$ cat src/rtl/shared_unit_arbiter.sv
// shared_unit_arbiter: round-robin sharing of one compute unit among up to four
// requesters, with request/ready/done sequencing and a grant-to-done watchdog.
//
// Ports
//   clk, rst                      clock, synchronous active-high reset
//   req_valid/req_type/req_data   per-requester request (held until gnt)
//   gnt                           one-hot grant pulse, request consumed
//   rsp_valid/rsp_id/rsp_data/rsp_err  one-cycle response to the owner
//   busy                          high whenever the sequencer is not idle
//   cu_unit_id/cu_request/cu_comp_type/cu_data_in  to the compute unit
//   cu_ready/cu_done/cu_result    from the compute unit

package shared_unit_arbiter_pkg;

    typedef enum logic [1:0] {
        COMP_ADD = 2'd0,
        COMP_SUB = 2'd1,
        COMP_MUL = 2'd2,
        COMP_XOR = 2'd3
    } comp_type_e;

    localparam int unsigned COMP_TYPE_W = $bits(comp_type_e);

    // Operand vector: two 16-bit operands, opaque to the arbiter.
    typedef struct packed {
        logic [15:0] op_a;
        logic [15:0] op_b;
    } data_t;

endpackage

module shared_unit_arbiter
    import shared_unit_arbiter_pkg::*;
#(
    parameter int unsigned N_REQ   = 4,
    parameter int unsigned DATA_W  = $bits(data_t),
    parameter int unsigned TIMEOUT = 1024
) (
    input  logic                         clk,
    input  logic                         rst,
    input  logic [N_REQ-1:0]             req_valid,
    input  logic [N_REQ*COMP_TYPE_W-1:0] req_type,
    input  logic [N_REQ*DATA_W-1:0]      req_data,
    output logic [N_REQ-1:0]             gnt,
    output logic                         rsp_valid,
    output logic [1:0]                   rsp_id,
    output logic [DATA_W-1:0]            rsp_data,
    output logic                         rsp_err,
    output logic                         busy,
    output logic [1:0]                   cu_unit_id,
    output logic                         cu_request,
    input  logic                         cu_ready,
    input  logic                         cu_done,
    output logic [COMP_TYPE_W-1:0]       cu_comp_type,
    output logic [DATA_W-1:0]            cu_data_in,
    input  logic [DATA_W-1:0]            cu_result
);

    localparam int unsigned WD_W = $clog2(TIMEOUT);
    localparam logic [WD_W-1:0] WD_LAST = WD_W'(TIMEOUT - 1);

    typedef enum logic [1:0] {
        IDLE  = 2'd0,
        ISSUE = 2'd1,
        WAIT  = 2'd2,
        RESP  = 2'd3
    } state_e;

    state_e                   state_q, state_d;
    logic [1:0]               rr_ptr_q, rr_ptr_d;
    logic [WD_W-1:0]          wd_q, wd_d;

    logic [N_REQ-1:0]         gnt_d;
    logic                     rsp_valid_d;
    logic [1:0]               rsp_id_d;
    logic [DATA_W-1:0]        rsp_data_d;
    logic                     rsp_err_d;
    logic                     busy_d;
    logic [1:0]               cu_unit_id_d;
    logic                     cu_request_d;
    logic [COMP_TYPE_W-1:0]   cu_comp_type_d;
    logic [DATA_W-1:0]        cu_data_in_d;

    logic [3:0]               req_pad;
    logic [1:0]               cand;
    logic [1:0]               win_idx;
    logic                     win_found;

    // Round-robin pick: first valid requester at or above rr_ptr, wrapping.
    always_comb begin
        req_pad              = '0;
        req_pad[N_REQ-1:0]   = req_valid;
        cand                 = '0;
        win_idx              = '0;
        win_found            = 1'b0;
        for (int unsigned i = 0; i < N_REQ; i++) begin
            cand = 2'((32'(rr_ptr_q) + i) % N_REQ);
            if (!win_found && req_pad[cand]) begin
                win_found = 1'b1;
                win_idx   = cand;
            end
        end
    end

    // Next-state and next-output logic.
    always_comb begin
        state_d        = state_q;
        rr_ptr_d       = rr_ptr_q;
        wd_d           = wd_q;
        gnt_d          = '0;
        rsp_valid_d    = 1'b0;
        rsp_id_d       = rsp_id;
        rsp_data_d     = rsp_data;
        rsp_err_d      = rsp_err;
        cu_request_d   = 1'b0;
        cu_unit_id_d   = cu_unit_id;
        cu_comp_type_d = cu_comp_type;
        cu_data_in_d   = cu_data_in;

        unique case (state_q)
            IDLE: begin
                if (win_found) begin
                    state_d        = ISSUE;
                    gnt_d          = N_REQ'(1) << win_idx;
                    cu_unit_id_d   = win_idx;
                    cu_comp_type_d = req_type[32'(win_idx) * COMP_TYPE_W +: COMP_TYPE_W];
                    cu_data_in_d   = req_data[32'(win_idx) * DATA_W +: DATA_W];
                    cu_request_d   = 1'b1;
                    rr_ptr_d       = 2'((32'(win_idx) + 1) % N_REQ);
                    wd_d           = '0;
                end
            end
            ISSUE: begin
                if (cu_ready) begin
                    state_d = WAIT;
                    // Saturate so a late handshake still leaves WAIT one chance before abort.
                    wd_d    = (wd_q == WD_LAST) ? wd_q : wd_q + 1'b1;
                end else if (wd_q == WD_LAST) begin
                    state_d     = RESP;
                    rsp_valid_d = 1'b1;
                    rsp_id_d    = cu_unit_id;
                    rsp_data_d  = '0;
                    rsp_err_d   = 1'b1;
                end else begin
                    cu_request_d = 1'b1;
                    wd_d         = wd_q + 1'b1;
                end
            end
            WAIT: begin
                // done takes priority over a coincident watchdog expiry
                if (cu_done) begin
                    state_d     = RESP;
                    rsp_valid_d = 1'b1;
                    rsp_id_d    = cu_unit_id;
                    rsp_data_d  = cu_result;
                    rsp_err_d   = 1'b0;
                end else if (wd_q == WD_LAST) begin
                    state_d     = RESP;
                    rsp_valid_d = 1'b1;
                    rsp_id_d    = cu_unit_id;
                    rsp_data_d  = '0;
                    rsp_err_d   = 1'b1;
                end else begin
                    wd_d = wd_q + 1'b1;
                end
            end
            RESP: begin
                state_d = IDLE;
            end
            default: begin
                state_d = IDLE;
            end
        endcase

        busy_d = (state_d != IDLE);
    end

    // State and output registers.
    always_ff @(posedge clk) begin
        if (rst) begin
            state_q      <= IDLE;
            rr_ptr_q     <= '0;
            wd_q         <= '0;
            gnt          <= '0;
            rsp_valid    <= 1'b0;
            rsp_id       <= '0;
            rsp_data     <= '0;
            rsp_err      <= 1'b0;
            busy         <= 1'b0;
            cu_request   <= 1'b0;
            cu_unit_id   <= '0;
            cu_comp_type <= COMP_ADD;
            cu_data_in   <= '0;
        end else begin
            state_q      <= state_d;
            rr_ptr_q     <= rr_ptr_d;
            wd_q         <= wd_d;
            gnt          <= gnt_d;
            rsp_valid    <= rsp_valid_d;
            rsp_id       <= rsp_id_d;
            rsp_data     <= rsp_data_d;
            rsp_err      <= rsp_err_d;
            busy         <= busy_d;
            cu_request   <= cu_request_d;
            cu_unit_id   <= cu_unit_id_d;
            cu_comp_type <= cu_comp_type_d;
            cu_data_in   <= cu_data_in_d;
        end
    end

endmodule

$ cat config.mk
export PLATFORM = sky130hd
export DESIGN_NAME = shared_unit_arbiter
export DESIGN_NICKNAME = d
export VERILOG_FILES = /design/src/rtl/shared_unit_arbiter.sv
export SDC_FILE = /design/constraint.sdc
export NUM_CORES = 1
export LEC_CHECK = 0
export ABC_AREA = 0
export CORE_ASPECT_RATIO = 0.5
export CORE_MARGIN = 3
export CORE_UTILIZATION = 30
export CTS_CLUSTER_SIZE = 24
export DETAILED_ROUTE_END_ITERATION = 10
export PLACE_DENSITY_LB_ADDON = 0.3
export SYNTH_ARGS = -nofsm -noshare
export SYNTH_HDL_FRONTEND = slang
export SYNTH_SLANG_ARGS = --single-unit
$ cat constraint.sdc
create_clock -name clk -period 2 [get_ports clk]
set_input_delay 0.4 -clock clk [delete_from_list [all_inputs] [get_ports clk]]
set_output_delay 0.4 -clock clk [all_outputs]
set_load 0.02 [all_outputs]
### Word-level counts from Yosys, hierarchy flattened

Index checks and enable logic that the tools add are counted.

* bitwise gates (word level): 2
* eq/ne operators: 7
* reduce and logical (&&, ||, !) cells: 14
* order comparisons: 4
* shift-type cells: 3
* add/subtract/negate cells: 5
* mux-type cells: 45

Operators with widths (number)
* $shiftx 128x8->32: 1
* $mux 32: 3
* $pmux 32 s2: 1
* $mux 10: 3
* $pmux 10 s3: 1
* $mux 2: 11
* $mux 1: 17
* $lt 2x3->1 const B: 4
* $add 10x1->10 const B: 1
* $eq 10x10->1 const B: 1
* $bmux 1 s2: 4
* $pmux 2 s4: 1
* $shiftx 8x4->2: 1
* $ne 2x2->1 const B: 3
* $pmux 1 s2: 3
* $add 2x1->2 const B: 2
* $add 2x2->2 const B: 2
* $eq 2x2->1 const B: 2
* $pmux 2 s2: 1
* $reduce_and 2->1: 2
* $reduce_bool 2->1: 2
* $shl 1x2->4 const A: 1
* $logic_and 1x1->1: 3
* $logic_not 1->1: 3
* 6 further kinds: 7

* register bits: 92
* output and inout port bits: 78
* bits of input ports: 176

### Logic depth before layout (Yosys ltp)

* depth in word-level cells: 15
* mapped depth: 8
* gate-level depth less buffers: 7

### Worst setup path after synthesis

No wires, ideal clock.

* path kind: register to register
* start: register state_q[0]
* end: register wd_q[7]
* data arrival time: 1.626 ns
* buffers on the path: 1
* library setup time: 0.126 ns
* slack: 0.248 ns
* stages on the path, launching flop included: 8
* path through: dfxtp_1 inv_1 ha_1 a221o_1 buf_6 nor4_4 xnor2_1 nor2_1

* cells in the longest elaborated chain, start to end: 3
* elaborated cells on any way between the ends: 8
* classes of those cells: eq/ne (4); mux (1); reduce/logical (3)

Ends and longest elaborated chain
* start, declared: RTL line 69 `state_e state_q, state_d;`
* start signal, assigned: RTL line 195 `state_q <= state_d;`
* $eq 2x2->1 (tied with other cells): RTL line 120 `unique case (state_q)`
* $ne 2x2->1 (no source line) or $reduce_bool 3->1 (tied branches)
* $reduce_and 3->1 (no source line)
* end signal, assigned: RTL line 197 `wd_q <= wd_d;`
* end, declared: RTL line 71 `logic [WD_W-1:0] wd_q, wd_d;`

Parallel ways exist; a longest one is shown, timed or not.
A chain may end at the register's enable or synchronous reset.

### Worst setup path after layout

* start: register state_q[0]
* end: register wd_q[5]

Same word-level chain as after synthesis.

==> metrics.txt <==
Async S/R FF share, synth=0%; commonest non-fill, non-tap cells in the layout=clkdlybuf4s50_1 (250), dfxtp_1 (91), mux2i_1 (70); net count after synthesis=593; Die Span Y=89.82 um; Inserted Clock Buffers=9; Ports=254; compound-gate portion of the synthesized area=18.25%; Nets=876; number of synthesized flops with an enable pin=0; CTS tree=built; Area growth, synth to finish=81.66%; HPWL after DPL=10940 um; Initial Util=32.00%; Hold/Removal Path Class=flip-flop to flip-flop; Final Instance Area=7657 um2; Max Clk Rate=527.6 MHz; final setup fails=0; CP Launch Type=flip-flop; number of global-route vias before repair=4282; DRC viols=0; Yosys reg bits=92; initial antenna violation count=0; YS warnings=0; Clock Tree Root=clkbuf_16; max_slew headroom=74.08%; antenna viol nets, final=0; register area share after synthesis=43.69%; core area=13170 um2; status=complete, no violations; Critical Path RT=2.23 ns; diode count=0; die area=15600 um2; first-pass GRT wire length=22400 um; Netlist cell types=45; GRT Total Usage=17.52%; peak supply drop=443.5 uV; crit-path max cell delay=0.49 ns; CP max-delay cell=a221o_2; H-Tree Level Count=3; top cells by area, synth=dfxtp_1 (44%), mux2i_1 (17%), o221ai_1 (7.1%); Longest Clk Path Bufs=2; PD cells=743.1 nW/um2; Clock Latency Late Sink=0.34 ns; Cells after Synth=412; fin. max-slew vios=0; most common cell after layout, fill and taps aside=clkdlybuf4s50_1; Synth Cell Area=4215 um2; Post-Route WL=14230 um; post-synth top area share=43.69%; kind of critical path=flip-flop to flip-flop; Fin Setup TNS=0 ns; Synth Area in XOR/XNOR=1.870%; CTS Sinks=92; Die Wd=173.6 um; IO buf count=253; Critical Path Fanout Max=10; Tmin final=1.895 ns; synthesized area per cell=10.23 um2; largest net degree at the start of global routing=35; simple-gate portion of the synthesized area=12.56%; top_reg_cell synth=dfxtp_1; share of layout cells above drive strength 1=11.71%; Synth Area in Adders=1.484%; gpl congestion=0.8116; max_cap viols=0; Critical Path End Type=flip-flop; Vias/cell=4.770; clock-pin slew on the worst setup and hold paths=0.07 ns; static leakage=0.003130 uW; CP Cell Sequence=inv_1, ha_1, a221o_2, nor4_1, xnor2_1, nor2_1; Final period util=94.77%; initial drt markers=129; WP data arrival=2.13 ns; DR pass1 iterations=4; grt ovf=0; Least-Margin Pin Slew=0.3888 ns; clk_skew=0.01050 ns; Avg WL per Cell=16.06 um; post-layout power=5690 uW; largest family of logic cells by synthesized area=compound AO/OA/AOI/OAI gates; Area after DPL=7252 um2; Via Count=4226; row count=29; post-synth top area cell=dfxtp_1; Final Hold Fails=0; RSZ-0062 raised after global routing=true; multiplexer share of the synthesized area=16.86%
final timing paths:
| path | cells past startpoint | start | end | slack [ns] |
|---|---|---|---|---|
| min reg2reg | 2 | cu_data_in[4]$_SDFFE_PP0P_ | cu_data_in[4]$_SDFFE_PP0P_ | 0.47 |
| max reg2reg | 6 | state_q[0]$_SDFF_PP0_ | wd_q[5]$_SDFFE_PP0P_ | 0.10 |
| min | 2 | cu_data_in[4]$_SDFFE_PP0P_ | cu_data_in[4]$_SDFFE_PP0P_ | 0.47 |
| max | 6 | state_q[0]$_SDFF_PP0_ | wd_q[5]$_SDFFE_PP0P_ | 0.10 |
synthesized netlist by cell type, types with 2 or more instances:
master and instances:
dfxtp_1 92, mux2i_1 71, nand2_1 44, o221ai_1 34, a22o_1 32, nor2_1 22, buf_2 13, a21oi_1 11
buf_6 10, nor3_1 9, xnor2_1 8, nand3_1 6, ha_1 5, inv_1 5, nor2b_1 4, clkbuf_1 3
nand2b_1 3, nand4_1 3, nor4_1 3, o21ai_0 3, o21ai_1 3, a211oi_1 2, a31oi_1 2, buf_4 2
nor3_2 2
flip-flops by register name (all words and copies together), names as in the netlist:
register	flops
cu_comp_type	2
rsp_id	2
state_q	2
rsp_data	32
gnt	4
cu_request	1
cu_data_in	32
wd_q	10
cu_unit_id	2
rr_ptr_q	2
rsp_valid	1
rsp_err	1
busy	1
metrics by stage:
step	cells	util [%]	hold WS [ns]	setup WS [ns]
2_1_floorplan	412	-	0.4840	0.2481
3_3_place_gp	865	55.06	0.4430	-0.3934
3_5_place_dp	865	55.06	0.4492	-0.4435
4_1_cts	884	57.81	0.4663	0.002158
5_1_grt	886	58.14	0.4829	-0.01869
6_report	886	58.14	0.4665	0.1045
report_power, final:
part | total, uW | internal [uW] | switching (uW)
logic | 1870 | 1070 | 798
clock network | 1710 | 890 | 822
registers | 2110 | 2000 | 103
critical path: cells and delay by family (launching register included):
| kind | cells | cell delay (ns) |
|---|---|---|
| AO/OA/AOI/OAI | 1 | 0.49 |
| XOR/XNOR | 1 | 0.16 |
| adder cells (fa/ha/maj) | 1 | 0.28 |
| buffers and inverters | 1 | 0.08 |
| flip-flops | 1 | 0.34 |
| AND/OR/NAND/NOR | 2 | 0.43 |
metal layers:
layer | share of wire (%) | GRT usage [%] | up-vias
met5 | 0 | 0 | -
met4 | 1.3 | 3.743 | 0
met3 | 5.0 | 4.630 | 12
met2 | 53 | 33.02 | 105
met1 | 40 | 19.94 | 1995
li1 | - | - | 2114
cell families (layout without fill, tap and decap cells):
family	after synthesis	count (layout)
buffers and inverters	33	321
adders and majority gates	5	5
xor gates and xnor gates	9	9
and+or+nand+nor	107	107
AOI/OAI and AO/OA	95	95
DFF	92	92
muxes	71	71
repair_timing:
action / in CTS / in global routing
pin swaps: 1 / 2
endpoints found under the setup margin: 41 / 38
resized for setup: 4 / 6
gates cloned: 1 / 0
hold buffers: 0 / 0
buffers inserted: 2 / 2
final cells by class:
| cell class | count | area, um2 |
|---|---|---|
| Clock buffer | 9 | 225.2 |
| Clock inverter | 7 | 75.07 |
| Fill cell | 1154 | 5514 |
| Inverter | 5 | 18.77 |
| Multi-Input combinational cell | 287 | 2211 |
| Sequential cell | 92 | 1843 |
| Tap cell | 186 | 232.7 |
| Timing Repair Buffer | 300 | 3052 |
Power figures use the tool's default switching activity.
